### config.mk
export PLATFORM = sky130hd
export DESIGN_NAME = seg7_scan_ctrl
export DESIGN_NICKNAME = d
export VERILOG_FILES = /design/src/rtl/seg7_scan_ctrl.sv
export SDC_FILE = /design/constraint.sdc
export NUM_CORES = 1
export LEC_CHECK = 0
export CORE_MARGIN = 2
export CORE_UTILIZATION = 49
export DETAILED_ROUTE_END_ITERATION = 8
export PLACE_DENSITY = 0.85
export SLEW_MARGIN = 20
export SYNTH_ARGS = -nofsm -noshare
export SYNTH_HDL_FRONTEND = slang
export SYNTH_SLANG_ARGS = --single-unit
### constraint.sdc
create_clock -name clk -period 2.2 [get_ports clk]
set_input_delay 0.22 -clock clk [delete_from_list [all_inputs] [get_ports clk]]
set_output_delay 0.22 -clock clk [all_outputs]
set_load 0.03 [all_outputs]
### src/rtl/seg7_scan_ctrl.sv
// Purpose: time-multiplexes four hex digits onto a shared 7-seg decoder with per-slot dead time and frame-aligned updates.
// Latency: a loaded value reaches the display at the next frame boundary; ack pulses the cycle after that boundary.
// Backpressure: none; a newer load before the boundary replaces the pending value, and only one ack is issued.
module seg7_scan_ctrl #(
  parameter int CLK_DIV = 50000,
  parameter int GUARD   = 1000
) (
  input  logic        clk,
  input  logic        rst,
  input  logic [15:0] value,
  input  logic        load,
  input  logic [3:0]  digit_en,
  input  logic        blank_lz,
  output logic [3:0]  dig_e,
  output logic        dig_enable,
  output logic [3:0]  an,
  output logic        ack
);

  localparam int CW = $clog2(CLK_DIV);
  localparam logic [CW-1:0] CNT_LAST  = CW'(CLK_DIV - 1);
  localparam logic [CW-1:0] GUARD_CNT = CW'(GUARD);

  logic [CW-1:0] cnt;
  logic [1:0]    idx;
  logic [15:0]   disp;
  logic [15:0]   pend;
  logic          pflag;

  logic          slot_end;
  logic          frame_end;
  logic          guard_ph;
  logic [3:0]    cur_nib;
  logic          lz_blank;
  logic          zero_run;

  assign slot_end  = (cnt == CNT_LAST);
  assign frame_end = slot_end && (idx == 2'd3);
  assign guard_ph  = (cnt < GUARD_CNT);
  assign cur_nib   = disp[{idx, 2'b00} +: 4];

  // Slot timer and digit index: one slot per CLK_DIV cycles, four slots per frame.
  always_ff @(posedge clk or posedge rst) begin
    if (rst) begin
      cnt <= '0;
      idx <= 2'd0;
    end else if (slot_end) begin
      cnt <= '0;
      idx <= idx + 2'd1;
    end else begin
      cnt <= cnt + CW'(1);
    end
  end

  // Load capture and frame-boundary commit; disp only changes at the frame boundary so digits never tear.
  always_ff @(posedge clk or posedge rst) begin
    if (rst) begin
      disp  <= 16'h0000;
      pend  <= 16'h0000;
      pflag <= 1'b0;
      ack   <= 1'b0;
    end else begin
      ack <= 1'b0;
      if (frame_end) begin
        if (load) begin
          // A load landing on the boundary itself goes straight to the display.
          disp  <= value;
          pend  <= value;
          pflag <= 1'b0;
          ack   <= 1'b1;
        end else if (pflag) begin
          disp  <= pend;
          pflag <= 1'b0;
          ack   <= 1'b1;
        end
      end else if (load) begin
        pend  <= value;
        pflag <= 1'b1;
      end
    end
  end

  // Leading-zero detection: the current digit is blanked when it and every digit to its left are zero; digit 0 always shows.
  always_comb begin
    lz_blank = 1'b0;
    zero_run = 1'b1;
    for (int i = 3; i >= 1; i--) begin
      zero_run = zero_run & (disp[4*i +: 4] == 4'd0);
      if (idx == 2'(i)) begin
        lz_blank = blank_lz & zero_run;
      end
    end
  end

  // Digit drive: anodes and decoder stay off in the dead-time phase and while reset is held.
  always_comb begin
    an         = 4'hF;
    dig_enable = 1'b0;
    dig_e      = cur_nib;
    if (!rst && !guard_ph) begin
      an[idx]    = 1'b0;
      dig_enable = digit_en[idx] & ~lz_blank;
    end
  end

endmodule

# == After elaboration in Yosys (flattened, before gate mapping) ==
# Cells that the tools add are included.
# op_classes
n_addsub,2
order_cmp,3
eq_ne,4
n_shift,1
muxes,17
bitwise,8
reduce_logical,11
# op_table
cell,n
$mux 16,3
$add 16x1->16 const B,1
$eq 16x16->1 const B,1
$lt 16x10->1 const B,1
$shiftx 16x5->4,1
$logic_not 4->1,3
$mux 1,11
$and 1x1->1,6
$eq 2x2->1 const B,2
$mux 4,1
$not 4->4,1
$reduce_bool 2->1,2
$logic_and 1x1->1,3
$lt 2x3->1 const B,1
$add 2x1->2 const B,1
$bmux 1 s2,1
$demux 1 s2,1
$eq 2x1->1 const B,1
$ge 2x1->1 const B,1
$logic_not 1->1,2
$reduce_and 2->1,1
$not 1->1,1
# word_totals
reg_bits,52
inputBits,24
output_inout_bits,10
elab_cells,52

# == Longest topological paths before layout ==
# Gate-level depths: netlist (run 1).
# logic_depth
word_depth,8
depth_mapped,6

# == Worst setup path before layout (run 1) ==
# OpenSTA, ideal clock, no wires.
# synth_timing
path_kind,input-to-output
start,input port rst
end,output port dig_enable
t_arrival_ps,2199
t_required_ps,1980
path_slack_ps,-219
cell_stages,4
path_buffers,0
path_cell_list,inv_1 > o21ai_0 > o22ai_1 > o211a_1
# synth_via
elab_chain_len,3
# synth_rtl
element,line,rtl
"start, declared",9,"input logic rst,"
$logic_not 1->1,100,if (!rst && !guard_ph) begin
$logic_and 1x1->1,100,
$mux 1,100,
"end, declared",15,"output logic dig_enable,"
# Every way passes these cells.

# == Worst setup path after layout (run 1) ==
# layout_timing
start,register cnt[13]
end,output port dig_enable
# layout_via
elab_chain_len,4
# layout_rtl
element,line,rtl
"start, declared",24,logic [CW-1:0] cnt;
"start signal, assigned",51,cnt <= cnt + CW'(1);
$lt 16x10->1,39,assign guard_ph = (cnt < GUARD_CNT);
$logic_not 1->1,100,
$logic_and 1x1->1,100,
$mux 1,100,
# Every way passes these cells.

==> results.cfg, run 1 <==
[status]
status = finished clean

[power]
finalPower_mw = 1.616
power.density_mw_per_mm2 = 541.3
p_switching_uw = 349.9
switching_share_pct = 21.65
combPwrFrac_pct = 7.0
ir_drop_mv = 0.3398
clkPwrFrac_pct = 31.7
pwr-share-seq_pct = 61.3
p_int_mw = 1.266
p_leak_nw = 1.424

[min_path]
hp-start = pend[0]
holdPathStages = 1
hp-class = reg -> reg
worstHoldEndpoint = pend[0]

[final_layout]
layout-drive-gt1-share_pct = 30.80
n_antenna_cell = 0
final_area_sq_mm = 0.002985
synthToLayoutAreaGrowth_pct = 23.37
nets = 253
finalNonFillerCells = 291
final_util_pct = 62.79

[global_route]
grt_pass1_wl_um = 7534
overflow = 0
grt_pass1_vias = 1549
grt_max_degree = 53
grt_antenna_before_repair = 0
grtUsageTotal_pct = 18.51

[yosys]
postSynthCellCount = 180
synth_flop_cell = dfrtp_1
synth_top_area_share_pct = 53.77
synth_nets = 209
synth_edf_count = 0
ys_seq_area_share_pct = 53.77
synth.cell_area_sq_mm = 0.002420
yosys.area.top_type = dfrtp_1
syn_avg_cell_area_sq_um = 13.44
async_flop_share_pct = 100.0
synth_most_common_cell = dfrtp_1
yosysUniqueCellTypes = 34
synth_top_cells_by_count = dfrtp_1, mux2_2, nand2_1
ys_ff_latch = 52
synth_area_leaders = dfrtp_1, mux2_2, mux2_4, mux4_2, ha_1
synth_warnings = 0

[placement]
postPlaceCellArea_sq_mm = 0.002880
hpwl_um = 3245
port_buffers = 33
gp_congestion = 0.8338
placedCellCount = 284
dp_slack_ns = 0.2259

[routing]
dr_total_vias = 1601
first_iter_violations = 139
routed_wl_um = 4568
drc = 0
ant_nets = 0
via_per_inst = 5.502
wire_per_inst_um = 15.70
first_pass_iters = 4

[setup_path]
crit_path_end_kind = output pin
cp-start-kind = flip-flop
rr_startpoint = cnt[13]
r2r_slack_ns = 0.21
reg2reg_depth = 5
critPathRequiredTime_ns = 1.98
crit_type = reg -> out
path_max_fanout = 5
rr_endpoint = disp[8]
cp.arrival_ns = 1.86

[floorplan]
placementRows = 25
core_area_sq_mm = 0.004755
start_util_pct = 50.89
die_w_um = 74.28
die_h_um = 74.28
pin_count = 34
die_area_sq_mm = 0.005517

[timing]
fin_hold_ws_ns = 0.5003
tns_ns = 0
rsz0062_at_grt = no
min_period_over_period_pct = 94.73
postLayoutSetupSlackWorst_ns = 0.1160
worst_pin_slew_ns = 0.6451
max_freq_mhz = 479.9
max_slew_margin_pct = 56.99
finalHoldViolCount = 0
final-setup-viol-count = 0
fin_crit_ns = 2.084
fin_skew_ns = 0.003796
finalMaxSlewViolations = 0

[clock_tree]
htreeDepth = 2
clkTransAtPathRegs_ns = 0.09
cts_made_buffers = 5
clock_path_buffers = 2
cts.sinks = 52
cts_resized = 1
clkLatencyLatePin_ns = 0.30
postCtsHoldBufs = 0
cts_tree = yes
post_cts.repair.setup_buffers = 0
cts-root-buf = clkbuf_8

[job]
cap_violations = 0
[layer usage]
layer  routed length, um  global-route usage (%)  vias up
li1                    -                       -      739
met1                2138                   25.63      805
met2                2158                   27.78       43
met3                 149                   4.878       14
met4                 121                   8.135        0
met5                   0                       0        -
[final cells by class]
| class | instances | area [sq um] |
|---|---|---|
| multi-input combinational | 116 | 1075 |
| sequential | 52 | 1304 |
| timing repair buffer | 43 | 415.4 |
| inverter | 6 | 26.28 |
| clock inverter | 2 | 12.51 |
| clock buffer | 5 | 68.82 |
| fill | 390 | 1769 |
| tap | 67 | 83.83 |
[cells in the final DEF, fill, tap and decap left out, types with 6 or more instances in the layout]
| cell type | count |
|---|---|
| nor4_1 | 7 |
| buf_4 | 14 |
| mux2_4 | 9 |
| xor2_1 | 6 |
| nand4_1 | 7 |
| xnor2_1 | 7 |
| nand2_1 | 10 |
| mux2_2 | 23 |
| nand3_1 | 6 |
| dfrtp_1 | 50 |
| nor2_1 | 8 |
| clkdlybuf4s50_1 | 24 |
[worst max path at each step]
stage	startpoint	to	slack (ns)
floorplan	cnt[13]	disp[10]	0.17
global placement	cnt[13]	disp[10]	0.25
detailed placement	cnt[13]	disp[6]	0.23
CTS	idx[1]	dig_e[1]	0.02
global route	cnt[13]	dig_enable	0.01
finish	cnt[13]	dig_enable	0.12
[power groups by stage]
| stage | Clock [mW] | Sequential [mW] | Combinational, mW |
|---|---|---|---|
| 6_report | 0.512 | 0.990 | 0.114 |
| 4_1_cts | 0.530 | 0.990 | 0.116 |
| 3_5_place_dp | 0 | 1.01 | 0.116 |
| 5_1_grt | 0.570 | 0.993 | 0.125 |
| 3_3_place_gp | 0 | 1.01 | 0.113 |
| 2_1_floorplan | 0 | 1.01 | 0.0586 |
[worst max-delay path, stage by stage (launching register included)]
cell	delay, ns
dfrtp_1	0.39
or4_4	0.58
nor3_2	0.14
o22ai_2	0.13
o211a_1	0.15
buf_4	0.17
[logic make-up after synthesis]
family	count (synthesis)	synth area share, %
flip-flops	52	53.77
AND/OR/NAND/NOR	51	12.88
multiplexers	39	21.77
XOR/XNOR	13	4.705
buffers and inverters	12	2.275
AO/OA/AOI/OAI	8	2.017
adder cells (fa/ha/maj)	5	2.585
[state kept, by name, indices dropped and copies added, names as in the netlist]
signal	count
disp	16
pflag	1
idx	2
pend	16
ack	1
cnt	16
Power figures use the tool's default switching activity.
==> run 2, diff against run 1 <==
--- a/config.mk
+++ b/config.mk
@@ -5,8 +5,10 @@
 export SDC_FILE = /design/constraint.sdc
 export NUM_CORES = 1
 export LEC_CHECK = 0
-export CORE_MARGIN = 2
-export CORE_UTILIZATION = 49
+export CELL_PAD_IN_SITES_DETAIL_PLACEMENT = 1
+export CELL_PAD_IN_SITES_GLOBAL_PLACEMENT = 2
+export CORE_MARGIN = 3
+export CORE_UTILIZATION = 34
 export DETAILED_ROUTE_END_ITERATION = 8
 export PLACE_DENSITY = 0.85
 export SLEW_MARGIN = 20
==> results.cfg, run 2 (synthesized netlist as in run 1, its figures left out) <==
[routing]
via_per_inst = 4.925
met1_length_um = 2235
dr_wl_met2_um = 2626
dr_total_vias = 1576
wl_met3_um = 170
first_iter_violations = 25
wire_per_inst_um = 15.93
routed_wl_um = 5097
drc = 0
maxUsedRoutingLayer = met4
ant_nets = 0
first_pass_iters = 4

[clock_tree]
postCtsHoldBufs = 0
cts-root-buf = clkbuf_8
htreeDepth = 2
cts_made_buffers = 5
cts.sinks = 52
clock_path_buffers = 2
clkLatencyLatePin_ns = 0.30
clkTransAtPathRegs_ns = 0.09
cts_tree = yes

[power]
combPwrFrac_pct = 6.4
ir_drop_mv = 0.2742
switching_share_pct = 19.33
power.density_mw_per_mm2 = 605.7
clkPwrFrac_pct = 40.4
p_int_mw = 1.500
pwr-share-seq_pct = 53.2
p_switching_uw = 359.3
p_leak_nw = 1.449

[setup_path]
crit_type = reg -> out
crit_path_end_kind = output pin
path_max_fanout = 3
r2r_slack_ns = 0.19
critPathBufInv = 1
cp.arrival_ns = 1.90
cp-start-kind = flip-flop
critPathRequiredTime_ns = 1.98
path_cells = nor4_1 -> mux2i_1 -> o21a_1 -> o211a_1 -> buf_4
rr_endpoint = idx[1]
max_stage_delay_ns = 0.43
cpMaxStageDelayCell = dfrtp_1
rr_startpoint = cnt[7]
reg2reg_depth = 5
crit_family = flip-flops

[final_layout]
final_util_pct = 44.93
final_area_sq_mm = 0.003069
layout-drive-gt1-share_pct = 30.80
reg_top3 = cnt: 16 flops, disp: 16 flops, pend: 16 flops
synthToLayoutAreaGrowth_pct = 26.84
nets = 253
n_antenna_cell = 0
final_cell_mix = dfrtp_1, clkdlybuf4s50_1, mux2_2
mostFrequentLayoutCell = dfrtp_1

[floorplan]
pin_count = 34
core_area_sq_mm = 0.006832
die_h_um = 90.37
placementRows = 30
start_util_pct = 35.42
die_area_sq_mm = 0.008166
die_w_um = 90.37

[timing]
min_period_over_period_pct = 96.37
postLayoutSetupSlackWorst_ns = 0.07986
worst_pin_slew_ns = 0.6624
max_slew_margin_pct = 55.84
rsz0062_at_grt = no
tns_ns = 0
finalHoldViolCount = 0
final-setup-viol-count = 0
fin_hold_ws_ns = 0.4924
finalMaxSlewViolations = 0
max_freq_mhz = 471.7
fin_crit_ns = 2.120
fin_skew_ns = 0.008425

[placement]
postPlaceCellArea_sq_mm = 0.002909
dp_slack_ns = 0.1728
gp_congestion = 0.7569
hpwl_um = 3830
port_buffers = 33

[min_path]
hp-start = cnt[0]
hp-class = reg -> reg
worstHoldEndpoint = cnt[0]
holdPathStages = 1

[global_route]
grtUsageTotal_pct = 13.38
grt_antenna_before_repair = 0
grt_pass1_wl_um = 8825
grt_max_degree = 53
overflow = 0
grt_pass1_vias = 1767

[status]
status = finished clean

[job]
cap_violations = 0
[run 2: cell types whose count changed in the layout (fill, tap and decap cells not counted)]
cell	previous run	this run
bufinv_16	0	2
clkinv_2	1	0
clkinvlp_4	2	1
[run 2: area by class of cell]
| cell class | count | area, sq um |
|---|---|---|
| sequential | 52 | 1304 |
| multi-input combinational | 116 | 1075 |
| tap | 96 | 120.1 |
| timing repair buffer | 43 | 415.4 |
| clock buffer | 5 | 68.82 |
| fill | 733 | 3762 |
| inverter | 6 | 26.28 |
| clock inverter | 2 | 60.06 |
[run 2: worst max path at each step]
stage,from,cells after the start,end
2_1_floorplan,cnt[13],5,disp[10]
3_3_place_gp,cnt[13],5,disp[11]
3_5_place_dp,cnt[13],5,disp[10]
4_1_cts,idx[1],2,dig_e[0]
5_1_grt,disp[9],5,dig_enable
6_report,disp[9],5,dig_enable
[run 2: timing repair]
| item | CTS | global route |
|---|---|---|
| gates resized for setup | 4 | 4 |
| setup buffers | 0 | 1 |
| endpoints found under the hold margin | 0 | 0 |
| setup endpoints to repair | 8 | 8 |
[run 2: power by group through the flow]
stage	registers (mW)	logic, mW	clock network [mW]
global route	0.993	0.131	0.814
floorplan	1.01	0.0586	0
finish	0.990	0.118	0.751
CTS	0.991	0.122	0.774
global placement	1.01	0.119	0
detailed placement	1.01	0.121	0
[run 2: through the flow]
stage | total power, mW | instances
after global routing | 1.938 | 320
after CTS | 1.886 | 319
final | 1.859 | 320
after global placement | 1.126 | 312
after floorplan | 1.066 | 180
after detailed placement | 1.131 | 312
[run 2: metal layers]
metal | vias to the layer above | GRT usage [%]
li1 | 732 | -
met1 | 808 | 16.54
met2 | 29 | 23.09
met3 | 7 | 3.167
met4 | 0 | 4.209
met5 | - | 0
==> run 3, diff against run 2 <==
--- a/config.mk
+++ b/config.mk
@@ -7,10 +7,10 @@
 export LEC_CHECK = 0
 export CELL_PAD_IN_SITES_DETAIL_PLACEMENT = 1
 export CELL_PAD_IN_SITES_GLOBAL_PLACEMENT = 2
-export CORE_MARGIN = 3
-export CORE_UTILIZATION = 34
+export CORE_MARGIN = 10
+export CORE_UTILIZATION = 29
 export DETAILED_ROUTE_END_ITERATION = 8
-export PLACE_DENSITY = 0.85
+export PLACE_DENSITY = 0.75
 export SLEW_MARGIN = 20
 export SYNTH_ARGS = -nofsm -noshare
 export SYNTH_HDL_FRONTEND = slang
==> results.cfg, run 3 (synthesized netlist as in run 1, its figures left out) <==
[routing]
via_per_inst = 4.906
dr_total_vias = 1624
wire_per_inst_um = 16.52
ant_nets = 0
routed_wl_um = 5469
first_pass_iters = 4
drc = 0
first_iter_violations = 47

[power]
finalPower_mw = 1.689
power.density_mw_per_mm2 = 547.7
p_leak_nw = 1.422
ir_drop_mv = 0.2534

[min_path]
hp-class = reg -> reg

[status]
status = finished clean

[final_layout]
n_antenna_cell = 0
layout-drive-gt1-share_pct = 31.86
reg_top3 = cnt: 16 flops, disp: 16 flops, pend: 16 flops
finalNonFillerCells = 331
final_cell_mix = dfrtp_1, clkdlybuf4s50_1, mux2_2
synthToLayoutAreaGrowth_pct = 27.46
nets = 254
mostFrequentLayoutCell = dfrtp_1

[global_route]
grt_pass1_vias = 1740
grtUsageTotal_pct = 9.231
grt_antenna_before_repair = 0
overflow = 0
grt_max_degree = 53
grt_pass1_wl_um = 9535

[setup_path]
critPathRequiredTime_ns = 1.98
reg2reg_depth = 5
r2r_slack_ns = 0.18
crit_type = reg -> out
rr_endpoint = disp[11]
cp-startpoint = cnt[13]
rr_startpoint = cnt[13]
cp-start-kind = flip-flop
crit_path_end_kind = output pin
cp.arrival_ns = 1.91
endpoint = dig_enable
path_max_fanout = 5

[placement]
placedCellCount = 322
gp_congestion = 0.7735
hpwl_um = 4050
port_buffers = 33

[timing]
final-setup-viol-count = 0
worst_pin_slew_ns = 0.6612
max_slew_margin_pct = 55.92
min_period_over_period_pct = 96.94
fin_hold_ws_ns = 0.4955
finalHoldViolCount = 0
fin_crit_ns = 2.133
max_freq_mhz = 468.9
rsz0062_at_grt = yes
finalMaxSlewViolations = 0
fin_skew_ns = 0.01126

[floorplan]
pin_count = 34
die_area_sq_mm = 0.01240
die_w_um = 111.3
start_util_pct = 29.60
die_h_um = 111.3
core_area_sq_mm = 0.008175
placementRows = 33

[clock_tree]
cts.sinks = 52
htreeDepth = 2
postCtsHoldBufs = 0
clock_path_buffers = 2
clkTransAtPathRegs_ns = 0.11
clkLatencyLatePin_ns = 0.31
cts_tree = yes
cts-root-buf = clkbuf_8
cts_made_buffers = 5

[job]
cap_violations = 0
## run 3: final cells by class
class                           instances  area, sq um
Clock inverter                          3        27.53
Clock buffer                            5        68.82
Tap cell                              105        131.4
Sequential cell                        52         1303
Inverter                                6        26.28
Fill cell                             866         5091
Timing Repair Buffer                   44        427.9
Multi-Input combinational cell        116         1100
## run 3: how the worst min path moves through the flow
stage                     cells past startpoint       end  slack (ns)      from
after global routing                          1   pend[3]        0.52   pend[3]
final                                         1    cnt[0]        0.50    cnt[0]
after CTS                                     1    cnt[0]        0.50    cnt[0]
after floorplan                               1       ack        0.28       rst
after global placement                        1    cnt[0]        0.48    cnt[0]
after detailed placement                      1  pend[13]        0.49  pend[13]
## run 3: report_power, final
| group | internal (mW) | switching, mW |
|---|---|---|
| logic | 0.0673 | 0.0510 |
| clock network | 0.234 | 0.347 |
| registers | 0.984 | 0.00643 |
| total | 1.29 | 0.404 |
## run 3: stage by stage
stage	area, sq um	TNS [ns]	util, %	setup slack, ns
CTS	3034	0	37.11	0.01259
finish	3084	0	37.73	0.06742
detailed placement	2928	0	35.81	0.07738
global route	3084	-0.01394	37.73	-0.01394
global placement	2928	0	35.81	0.1159
floorplan	2424	0	-	0.1719
## run 3: layer usage
layer,wire length [um],track usage [%]
met3,243,2.576
met5,0,0
met4,63,2.913
met1,2654,12.49
met2,2508,13.91
## run 3: timing repair
action,in CTS,in global routing
setup buffers,0,1
pin swaps,0,2
resized for setup,5,6
setup endpoints to repair,9,9
## run 3: critical path: stages, from the launching register on
cell and delay [ns]:
dfrtp_1 0.39, or4_4 0.59, nor3_4 0.17, o22ai_4 0.11, o211a_1 0.16, buf_4 0.18
